`src/rtl/bp_update_scheduler.sv`:
```
// bp_update_scheduler: in-order buffer between ROB retire and the branch
// predictor. Accepts up to N resolved branches per cycle. Holes between valid
// slots are squeezed out before the branches are written. Drains the oldest
// entries to W predictor write ports. Also sequences a full table-clear walk.
// Optional build macro: BPQ_PERF_CNT_EN adds the perf_enq/perf_drop
// saturating counters.
module bp_update_scheduler #(
  parameter int N           = 2,
  parameter int W           = 1,
  parameter int DEPTH       = 8,
  parameter int CLR_ENTRIES = 32
) (
  input  logic                           clock,
  input  logic                           reset,
  input  logic [N-1:0]                   in_valid,
  input  logic [N*32-1:0]                in_pc,
  input  logic [N-1:0]                   in_taken,
  input  logic [N*32-1:0]                in_target,
  output logic                           in_ready,
  input  logic                           upd_stall,
  output logic [W-1:0]                   upd_valid,
  output logic [W*32-1:0]                upd_pc,
  output logic [W-1:0]                   upd_taken,
  output logic [W*32-1:0]                upd_target,
  input  logic                           clear_req,
  output logic                           clr_valid,
  output logic [$clog2(CLR_ENTRIES)-1:0] clr_idx,
  output logic                           clr_done,
`ifdef BPQ_PERF_CNT_EN
  output logic [31:0]                    perf_enq,
  output logic [31:0]                    perf_drop,
`endif
  output logic                           drop
);

  localparam int AW = $clog2(DEPTH);
  localparam int CW = AW + 1;
  localparam int IW = $clog2(CLR_ENTRIES);
  localparam logic [CW-1:0] READY_MAX = CW'(DEPTH - N);
  localparam logic [IW-1:0] IDX_LAST  = IW'(CLR_ENTRIES - 1);

  typedef enum logic [1:0] {IDLE, RUN, CLEAR} state_t;

  typedef struct packed {
    logic [31:0] pc;
    logic        taken;
    logic [31:0] target;
  } entry_t;

  state_t        state, state_next;
  logic [CW-1:0] count, count_next;
  logic [AW-1:0] head, tail;
  logic [IW-1:0] clr_idx_q;
  entry_t        mem [DEPTH];

  logic [CW-1:0] n_valid, n_enq, n_deq;
  logic [AW-1:0] wr_off [N];
  logic          take_clear, do_enq, deq_active;

  // Slot compaction offsets, enqueue/dequeue amounts and next occupancy.
  // NOTE: every always_comb output gets a default before any branch, so no latches.
  always_comb begin
    n_valid = '0;
    for (int i = 0; i < N; i++) begin
      wr_off[i] = n_valid[AW-1:0];
      n_valid   = n_valid + CW'(in_valid[i]);
    end
    take_clear = (state != CLEAR) && clear_req;
    in_ready   = (state != CLEAR) && (count <= READY_MAX);
    do_enq     = in_ready && !take_clear;
    n_enq      = do_enq ? n_valid : '0;
    deq_active = (state == RUN) && !upd_stall;
    n_deq      = '0;
    if (deq_active) n_deq = (count < CW'(W)) ? count : CW'(W);
    count_next = count + n_enq - n_deq;
    drop       = (|in_valid) && !in_ready && !take_clear;
  end

  // Next-state logic: a clear request wins, CLEAR ends on the final index.
  always_comb begin
    state_next = state;
    case (state)
      CLEAR:   if (clr_idx_q == IDX_LAST) state_next = IDLE;
      default: begin
        if (clear_req)             state_next = CLEAR;
        else if (count_next == '0) state_next = IDLE;
        else                       state_next = RUN;
      end
    endcase
  end

  // State, pointers, occupancy and clear-walk index.
  // NOTE: sequential state uses non-blocking assignments only, so every read sees pre-edge values.
  always_ff @(posedge clock) begin
    if (reset) begin
      state     <= IDLE;
      count     <= '0;
      head      <= '0;
      tail      <= '0;
      clr_idx_q <= '0;
    end else begin
      state <= state_next;
      if (take_clear) begin
        count     <= '0;
        head      <= '0;
        tail      <= '0;
        clr_idx_q <= '0;
      end else if (state == CLEAR) begin
        clr_idx_q <= (clr_idx_q == IDX_LAST) ? '0 : clr_idx_q + 1'b1;
      end else begin
        count <= count_next;
        head  <= head + n_deq[AW-1:0];
        tail  <= tail + n_enq[AW-1:0];
      end
    end
  end

  // Entry storage: valid slots land at consecutive entries starting at tail.
  // NOTE: the storage array is not reset; an entry is only read after it has been written.
  always_ff @(posedge clock) begin
    for (int i = 0; i < N; i++) begin
      if (do_enq && in_valid[i]) begin
        mem[tail + wr_off[i]] <= '{pc:     in_pc[i*32 +: 32],
                                   taken:  in_taken[i],
                                   target: in_target[i*32 +: 32]};
      end
    end
  end

  // Update ports show the oldest entries. Port j reads head+j.
  always_comb begin
    upd_valid  = '0;
    upd_pc     = '0;
    upd_taken  = '0;
    upd_target = '0;
    for (int j = 0; j < W; j++) begin
      upd_valid[j]           = deq_active && (CW'(j) < count);
      upd_pc[j*32 +: 32]     = mem[head + AW'(j)].pc;
      upd_taken[j]           = mem[head + AW'(j)].taken;
      upd_target[j*32 +: 32] = mem[head + AW'(j)].target;
    end
  end

  // Clear-walk outputs.
  always_comb begin
    clr_valid = (state == CLEAR);
    clr_idx   = clr_idx_q;
    clr_done  = (state == CLEAR) && (clr_idx_q == IDX_LAST);
  end

`ifdef BPQ_PERF_CNT_EN
  logic [32:0] enq_sum;

  // Saturating sum of the entries enqueued so far.
  always_comb enq_sum = {1'b0, perf_enq} + 33'(n_enq);

  // Performance counters. Only reset clears them; a table clear leaves them alone.
  always_ff @(posedge clock) begin
    if (reset) begin
      perf_enq  <= '0;
      perf_drop <= '0;
    end else begin
      perf_enq <= enq_sum[32] ? '1 : enq_sum[31:0];
      if (drop && (perf_drop != '1)) perf_drop <= perf_drop + 1'b1;
    end
  end
`endif

endmodule

```
`config.mk`:
```
export PLATFORM = sky130hd
export DESIGN_NAME = bp_update_scheduler
export DESIGN_NICKNAME = d
export VERILOG_FILES = /design/src/rtl/bp_update_scheduler.sv
export SDC_FILE = /design/constraint.sdc
export NUM_CORES = 1
export LEC_CHECK = 0
export BUFFER_PORTS_ARGS = -buffer_cell sky130_fd_sc_hd__buf_4
export CORE_MARGIN = 4
export CORE_UTILIZATION = 65
export DETAILED_ROUTE_END_ITERATION = 10
export PLACE_DENSITY = 0.85
export SLEW_MARGIN = 20
export SYNTH_ARGS = -nofsm -noshare
export SYNTH_HDL_FRONTEND = slang
export SYNTH_SLANG_ARGS = --single-unit
```
`constraint.sdc`:
```
create_clock -name clock -period 15.9 [get_ports clock]
set_input_delay 3.975 -clock clock [delete_from_list [all_inputs] [get_ports clock]]
set_output_delay 3.975 -clock clock [all_outputs]
set_load 0.01 [all_outputs]
```
==> flow_summary.yaml <==
layout:
  areaGrowthSynthToFinish_pct: 13.4
  seq_area_um2: 16000
  n_fill_cell: 2487
  drive_gt1_share_pct: 55.5
  multi_input_area_um2: 10600
  nNetsFinal: 1853
yosys:
  synthTopCellsByArea: "edfxtp_1, mux2_2, mux4_2"
  ys_warn_count: 0
  ys_ff_latch: 540
  netlist_instances: 1505
  syn_avg_cell_area_um2: 18.0
  post-synth-top-area-cell: "edfxtp_1"
  synth_area_um2: 27100
  synth_top_area_share_pct: 57.6
  synth_cell_types: 45
  ys_seq_area_share_pct: 59.1
  ys_dominant_reg_cell: "edfxtp_1"
  synth_edf_count: 520
  syn_nets: 1660
  synth-async-reset-ratio_pct: 0
  synth_most_common_cell: "edfxtp_1"
  synthTopCellsByCount: "edfxtp_1, mux2_2, mux4_2"
power_and_ir_drop:
  p_sw_uw: 719
  p_leak_uw: 0.0102
  sequentialPowerShare_pct: 50.9
  powerDensity_nw_per_um2: 104
  switching_share_pct: 22.6
  power.total_uw: 3190
  p_clk_share_pct: 37.8
  p_int_uw: 2470
  p_comb_share_pct: 11.3
  ir_drop_uv: 85.0
sta:
  tns_ns: 0
  skew_ns: 0.0158
  finalMaxSlewViolations: 0
  min_period_over_period_pct: 54.7
  max_freq_mhz: 115
  period_minus_slack_ns: 8.70
  setup_viol: 0
  hold_violations: 0
  tightest_slew_ns: 1.14
  rsz0062_at_grt: "no"
  slew_headroom_pct: 23.6
global_routing:
  grt_overflow_total: 0
  grt_pass1_wl_um: 98000
  top_usage_layer: "met2"
  grtUsageTotal_pct: 28.9
  met2_usage_pct: 49.3
  antenna_found_initial: 4
  grt_max_degree: 67
  use_met3_pct: 5.44
  grt_pass1_vias: 16100
  use_met1_pct: 39.3
floorplanning:
  core_area_um2: 41000
  io_pins: 211
  initial_utilization_pct: 66.1
  num_rows: 74
  fp.dieH_um: 212
  die_width_um: 212
  die_area_um2: 45000
critical_path:
  cp_data_arrival_time_ns: 4.72
  crit_required_ns: 11.93
  reg2regPathDepth: 6
  worst-path-max-fanout: 8
  start_kind: "primary input"
  timing.rr.start: "state[0]"
  crit_type: "primary input to output port"
  r2r_end: "mem[2][11]"
  r2r_setup_slack_ns: 11.43
  startpoint: "in_valid[0]"
  worstSetupEndpointType: "output port"
clock_network:
  cts_tree: "done"
  root_buffer: "clkbuf_16"
  clk_path_buf_depth: 3
  insertion_delay_ns: 0.59
  post_cts_buffers: 0
  ctsHoldBuffers: 0
  cts_buffers: 55
  cts_max_level: 2
  cts_resized: 0
  cts_sinks: 540
  clkTransAtPathRegs_ns: 0.06
job:
  maxCapViolations: 0
outcome:
  outcome: "finished, final reports clean"
min_path:
  hold_path.class: "flip-flop to flip-flop"
  min_path_cells: 2
  min_from: "head[0]"
detailed_routing:
  drt_iter0_markers: 1282
  wire_per_inst_um: 28.4
  avgViaCountPerCell: 6.63
  drt-total-wl_um: 64500
  vias: 15100
  route.detailed.drc: 0
  first_pass_iters: 5
  antenna_left: 0
placed_design:
  place_hpwl_um: 34600
  place_congestion: 0.803
  port-buffer-count: 210
[power by group through the flow]
stage | clock [uW] | combinational (uW) | sequential [uW]
after floorplan | 0 | 213 | 1640
after global placement | 0 | 349 | 1650
after detailed placement | 0 | 358 | 1650
after CTS | 1220 | 363 | 1620
after global routing | 1280 | 389 | 1620
final | 1200 | 361 | 1620
[state kept, by name, summed over array words and instances, names as in the netlist, named ones only]
signal and cells:
clr_idx 5, head 3, count 4, tail 3
mem 520, state 2
[worst max-delay path by stage]
stage | endpoint | slack (ns) | depth (start not counted)
2_1_floorplan | drop | 7.44 | 3
3_3_place_gp | drop | 7.27 | 5
3_5_place_dp | drop | 7.18 | 5
4_1_cts | drop | 7.18 | 5
5_1_grt | drop | 7.12 | 5
6_report | drop | 7.20 | 5
[metrics by stage]
step | instances | setup slack [ns] | instance area (um2) | hold slack, ns | utilization, %
global placement | 2173 | 7.27 | 29100 | 0.457 | 70.9
floorplan | 1505 | 7.44 | 27100 | 0.450 | -
finish | 2274 | 7.20 | 30700 | 0.483 | 75.0
detailed placement | 2173 | 7.18 | 29100 | 0.464 | 70.9
CTS | 2272 | 7.18 | 30700 | 0.477 | 75.0
global route | 2274 | 7.12 | 30700 | 0.503 | 75.0
[logic make-up after synthesis]
family | synth area share, %
mux | 35.2
buf+inv | 2.38
simple gates | 1.39
fa+ha+maj | 0.988
flops | 59.1
compound gates | 0.798
xor+xnor | 0.189
[final cells by class]
cell class,count,area share (%)
repair buffers,235,5.74
inverters,15,0.183
flip-flops and latches,540,52.1
clock buffers,70,4.80
well taps,532,2.16
clock inverters,29,0.562
diodes,2,0.0163
multi-input cells,851,34.4
[routing by layer]
| metal | up-vias | wire (um) |
|---|---|---|
| li1 | 6524 | - |
| met1 | 7881 | 25200 |
| met2 | 570 | 32900 |
| met3 | 93 | 4990 |
| met4 | 4 | 1370 |
| met5 | - | 26 |
[critical path: stages]
cell and delay, ns:
buf_4 0.13, inv_1 0.05, ha_1 0.18, a211oi_1 0.21, buf_4 0.17
[cells in the final DEF (no fill, tap or decap), types with 4 or more instances in the layout]
cell and instances:
edfxtp_1 520, mux2_2 512, buf_4 235, mux4_2 130, mux2_1 74, clkbuf_16 57
nand2_1 22, clkinv_1 21, nor2_1 17, dfxtp_1 17, ha_1 15, inv_1 14
clkbuf_1 13, a21oi_1 12, nor2_4 7, clkinv_2 5, nand3_4 4, nor3_1 4
a32oi_1 4, a211oi_1 4, fa_1 4
Note: power is estimated with default switching activity, not from simulation.
